[src/rtl/alu_cmd_sequencer.sv]
// Command FIFO and result register wrapped around an external combinational 3-bit ALU.
// Commands queue in order, the head drives the ALU, and results leave over a valid/ready handshake.
module alu_cmd_sequencer #(
  parameter int unsigned DEPTH = 4,
  parameter int unsigned CNT_W = 8
) (
  input  logic                    clk,
  input  logic                    rst,
  input  logic                    cmd_valid,
  output logic                    cmd_ready,
  input  logic [2:0]              cmd_a,
  input  logic [2:0]              cmd_b,
  input  logic [1:0]              cmd_op,
  output logic [2:0]              alu_a,
  output logic [2:0]              alu_b,
  output logic [1:0]              alu_opcode,
  input  logic [3:0]              alu_z,
  output logic                    res_valid,
  input  logic                    res_ready,
  output logic [3:0]              res_z,
  output logic [1:0]              res_op,
  output logic                    res_zero,
  output logic [$clog2(DEPTH):0]  fifo_level,
  output logic [CNT_W-1:0]        res_count
);

  localparam int unsigned PTR_W = $clog2(DEPTH);
  localparam int unsigned LVL_W = PTR_W + 1;

  typedef struct packed {
    logic [2:0] a;
    logic [2:0] b;
    logic [1:0] op;
  } cmd_t;

  cmd_t             mem [DEPTH];
  cmd_t             head;
  logic [PTR_W-1:0] wr_ptr;
  logic [PTR_W-1:0] rd_ptr;
  logic             empty;
  logic             push;
  logic             issue;
  logic             xfer;

  // Handshake qualifiers, all derived from registered state
  assign empty     = (fifo_level == '0);
  assign cmd_ready = (fifo_level < LVL_W'(DEPTH));
  assign push      = cmd_valid && cmd_ready;
  assign issue     = !empty && (!res_valid || res_ready);
  assign xfer      = res_valid && res_ready;

  // Head entry feeds the ALU directly; zeros when nothing is queued
  assign head       = mem[rd_ptr];
  assign alu_a      = empty ? 3'd0 : head.a;
  assign alu_b      = empty ? 3'd0 : head.b;
  assign alu_opcode = empty ? 2'd0 : head.op;

  // Storage carries no reset; validity is tracked by the pointers and level
  always_ff @(posedge clk) begin
    if (push) begin
      mem[wr_ptr] <= cmd_t'({cmd_a, cmd_b, cmd_op});
    end
  end

  // Pointers wrap naturally because DEPTH is a power of two
  always_ff @(posedge clk or posedge rst) begin
    if (rst) begin
      wr_ptr     <= '0;
      rd_ptr     <= '0;
      fifo_level <= '0;
    end else begin
      if (push) begin
        wr_ptr <= wr_ptr + PTR_W'(1);
      end
      if (issue) begin
        rd_ptr <= rd_ptr + PTR_W'(1);
      end
      unique case ({push, issue})
        2'b10:   fifo_level <= fifo_level + LVL_W'(1);
        2'b01:   fifo_level <= fifo_level - LVL_W'(1);
        default: fifo_level <= fifo_level;
      endcase
    end
  end

  // Result slot: reload on issue (even while a transfer happens), else drain on transfer
  always_ff @(posedge clk or posedge rst) begin
    if (rst) begin
      res_valid <= 1'b0;
      res_z     <= 4'd0;
      res_op    <= 2'd0;
      res_zero  <= 1'b0;
    end else if (issue) begin
      res_valid <= 1'b1;
      res_z     <= alu_z;
      res_op    <= head.op;
      res_zero  <= (alu_z == 4'd0);
    end else if (xfer) begin
      res_valid <= 1'b0;
    end
  end

  always_ff @(posedge clk or posedge rst) begin
    if (rst) begin
      res_count <= '0;
    end else if (xfer) begin
      res_count <= res_count + CNT_W'(1);
    end
  end

endmodule

[config.mk]
export PLATFORM = sky130hd
export DESIGN_NAME = alu_cmd_sequencer
export DESIGN_NICKNAME = d
export VERILOG_FILES = /design/src/rtl/alu_cmd_sequencer.sv
export SDC_FILE = /design/constraint.sdc
export NUM_CORES = 1
export LEC_CHECK = 0
export CELL_PAD_IN_SITES_DETAIL_PLACEMENT = 2
export CELL_PAD_IN_SITES_GLOBAL_PLACEMENT = 2
export CORE_ASPECT_RATIO = 0.5
export CORE_MARGIN = 1.5
export CORE_UTILIZATION = 36
export CTS_BUF_LIST = sky130_fd_sc_hd__clkbuf_16
export CTS_CLUSTER_SIZE = 40
export DETAILED_ROUTE_END_ITERATION = 10
export GPL_TIMING_DRIVEN = 0
export PLACE_DENSITY_LB_ADDON = 0.1
export SLEW_MARGIN = 25
export SYNTH_ARGS = -nofsm -noshare
export SYNTH_HDL_FRONTEND = slang
export SYNTH_SLANG_ARGS = --single-unit
[constraint.sdc]
create_clock -name clk -period 2.74 [get_ports clk]
set_clock_uncertainty 0.1 [all_clocks]
set_input_delay 0.685 -clock clk [delete_from_list [all_inputs] [get_ports clk]]
set_output_delay 0.685 -clock clk [all_outputs]
set_load 0.01 [all_outputs]
==> impl_metrics.py <==
metrics = {
    "outcome": {
        "status": "finished, final reports clean",
    },
    "power": {
        "cellLeakagePower_nw": 1.17,
        "power_per_cell_area_nw_per_um2": 1060,
        "vdd.ir_drop.worst_mv": 0.426,
        "total_power_w": 0.00317,
    },
    "timing": {
        "timing.max_slew.rel_slack": 0.403,
        "achievable-frequency_ghz": 0.375,
        "period_needed_ps": 2670,
        "timing.setup.tns_ps": 0,
        "finalSetupViolations": 0,
        "fin_ws_ps": 73.9,
        "tightestPinTransition_ps": 895,
        "rsz0062_at_grt": "no",
        "hold_viol_final": 0,
        "maxSlewViolCount": 0,
        "timing.final.crit_share": 0.973,
        "hold_ws_ps": 366,
    },
    "clocking": {
        "clockBufferDepth": 2,
        "cts_inserted_buffers": 5,
        "tritoncts": "done",
        "cts.htree.levels": 2,
        "post_cts_buffers": 0,
        "hold_buffers": 0,
        "clk_pin_slew_ps": 70,
        "cts_num_sinks": 55,
        "clk-insertion-delay-late_ps": 290,
        "clk_root_buffer_cell": "sky130_fd_sc_hd__clkbuf_16",
        "cts_resized": 10,
    },
    "yosys": {
        "synth_top_area_share": 0.416,
        "yosys_warn_count": 0,
        "syn-mean-instance-area_sq_um": 16.6,
        "synthesized_cell_area_sq_um": 2310,
        "post_synth_main_area_contributors": "sky130_fd_sc_hd__edfxtp_1 (42%), sky130_fd_sc_hd__dfrtp_1 (25%), sky130_fd_sc_hd__mux4_1 (6.8%), sky130_fd_sc_hd__ha_1 (3.3%), sky130_fd_sc_hd__xnor2_1 (3.0%)",
        "edff_count_synth": 32,
        "number_of_nets_in_the_synthesized_netlist": 162,
        "synth_async_sr_flop_share": 0.418,
        "post-synth-top-count-cell": "sky130_fd_sc_hd__edfxtp_1",
        "seq_area_frac_synth": 0.665,
        "ys.flop_type": "sky130_fd_sc_hd__edfxtp_1",
        "synthDominantAreaCellType": "sky130_fd_sc_hd__edfxtp_1",
        "yosys.cell_types.count": 29,
        "synth-seq-cells": 55,
        "synthesis.instances": 139,
        "synth_common_cells": "sky130_fd_sc_hd__edfxtp_1 (32), sky130_fd_sc_hd__dfrtp_1 (23), sky130_fd_sc_hd__nor2b_1 (10)",
    },
    "global_routing": {
        "globalRouteTotalUtil": 0.161,
        "gr-usage-met3": 0.0542,
        "initial_antenna_violation_count": 0,
        "busiest_layer": "met2",
        "gr_util_met1": 0.193,
        "number_of_global_route_vias_before_repair": 1451,
        "gr-total-overflow": 0,
        "global_route.usage.met2": 0.272,
        "grt_first_pass_wirelength_um": 7740,
        "maximum_number_of_pins_on_one_net_before_global_route_repair": 24,
    },
    "critical_path": {
        "cp_slowest_stage_delay_ps": 570,
        "required_ps": 1960,
        "critPathKind": "register to output pin",
        "critical_path.cell_chain": "buf_4 > mux4_1 > nor2b_1 > dlygate4sd2_1",
        "critPathSlowestCell": "sky130_fd_sc_hd__mux4_1",
        "crit_path_max_fanout": 5,
        "critPathCaptureType": "output pin",
        "worstPathArrival_ps": 1880,
        "crit_path_start_kind": "register",
    },
    "layout": {
        "design.final.nets": 212,
        "area_occupied_by_multi_input_gates_sq_um": 712,
        "area.sequential_sq_um": 1540,
        "drive_above_1_share": 0.111,
        "fillCellCount": 570,
        "diodes": 0,
        "layout-area-overhead-vs-synth_pct": 29.4,
    },
    "routing": {
        "antenna_left": 0,
        "drt_pass1_iterations": 2,
        "via_per_inst": 4.72,
        "drt_first_iter_violations": 23,
        "route.detailed.drc": 0,
        "detail_route.wl_per_cell_um": 17.3,
        "finalWirelength_um": 4810,
        "via_count": 1313,
    },
    "place": {
        "port_buffers": 43,
        "dp.final_hpwl_um": 3360,
        "globalplace.congestion": 0.623,
        "pre_cts_ws_ps": -318,
    },
    "die": {
        "chipHeight_um": 59.6,
        "coreArea_sq_um": 6130,
        "initial_core_utilization": 0.377,
        "top_level_ports": 44,
        "design.die.area_sq_um": 6930,
        "die_width_um": 116,
        "placement_rows": 20,
    },
    "run": {
        "drv_cap": 0,
    },
    "worst_hold_path": {
        "hp_class": "register to register",
    },
}
[layer usage]
metal | vias to the layer above | wire, um
li1 | 604 | -
met2 | 32 | 2360
met1 | 671 | 2120
met5 | - | 0
met4 | 0 | 71
met3 | 6 | 259
[final cells by class]
cell class	count	share of cell area
Buffer	4	0.00921
Tap cell	88	0.0369
Clock inverter	3	0.00670
Timing Repair Buffer	44	0.143
Clock buffer	5	0.0419
Multi-Input combinational cell	71	0.238
Inverter	8	0.0101
Sequential cell	55	0.514
[sequential cells by signal, summed over array words and instances (netlist names), 2 cells and up]
name        cells
res_count       8
wr_ptr          2
mem            32
fifo_level      3
rd_ptr          2
res_z           4
res_op          2
[cells by family after synthesis]
kind of cell | count (synthesis) | share of synthesized area
AO/OA/AOI/OAI | 1 | 0.00216
flip-flops | 55 | 0.665
buffers and inverters | 13 | 0.0265
multiplexers | 17 | 0.134
XOR/XNOR | 13 | 0.0493
adder cells (fa/ha/maj) | 7 | 0.0412
AND/OR/NAND/NOR | 33 | 0.0813
[per-stage QoR]
stage                      util  instances  area, sq um
final                     0.487        278         2990
after global routing      0.487        278         2990
after CTS                 0.487        278         2990
after detailed placement  0.465        270         2850
after global placement    0.465        270         2850
after floorplan               -        139         2310
[critical path, delay by kind of cell (launching register included)]
kind	cells	cell delay, ps
buffers and inverters	2	460
and+or+nand+nor	1	170
DFF	1	380
muxes	1	570
[path summary, 6_finish.rpt]
kind                                          start                   endpoint  slack [ps]  cells past startpoint
max                           rd_ptr[0]$_DFFE_PP0P_                   alu_b[2]          70                      4
min reg2reg                res_count[7]$_DFFE_PP0P_   res_count[7]$_DFFE_PP0P_         370                      1
max reg2reg                   res_valid$_DFFE_PP0P_  fifo_level[2]$_DFFE_PP0P_         570                      9
min                        res_count[7]$_DFFE_PP0P_   res_count[7]$_DFFE_PP0P_         370                      1
min in group asynchronous                       rst       res_z[0]$_DFFE_PP0P_         790                      2
max in group asynchronous                       rst      wr_ptr[1]$_DFFE_PP0P_        1200                      2
[cells in the final DEF, fill, tap and decap left out, types with 3 or more instances in the layout]
cell,Yosys,final
sky130_fd_sc_hd__nor2b_1,10,10
sky130_fd_sc_hd__inv_1,8,8
sky130_fd_sc_hd__dfrtp_1,23,23
sky130_fd_sc_hd__edfxtp_1,32,32
sky130_fd_sc_hd__clkbuf_16,0,5
sky130_fd_sc_hd__xnor2_1,8,8
sky130_fd_sc_hd__mux4_1,6,6
sky130_fd_sc_hd__nand3_1,3,3
sky130_fd_sc_hd__dlygate4sd2_1,0,9
sky130_fd_sc_hd__and2_1,4,4
sky130_fd_sc_hd__clkdlybuf4s50_1,0,34
sky130_fd_sc_hd__xor2_1,5,5
sky130_fd_sc_hd__mux2_2,6,6
sky130_fd_sc_hd__nand2_1,5,5
sky130_fd_sc_hd__ha_1,6,6
[power by group]
group / total (W) / internal [W] / leakage, nW / switching [W]
clock network: 0.000631 / 0.000338 / 0.0674 / 0.000293
logic: 0.00126 / 0.000705 / 0.537 / 0.000552
registers: 0.00128 / 0.00110 / 0.566 / 0.000177
total: 0.00317 / 0.00214 / 1.17 / 0.00102
Power figures use the tool's default switching activity.
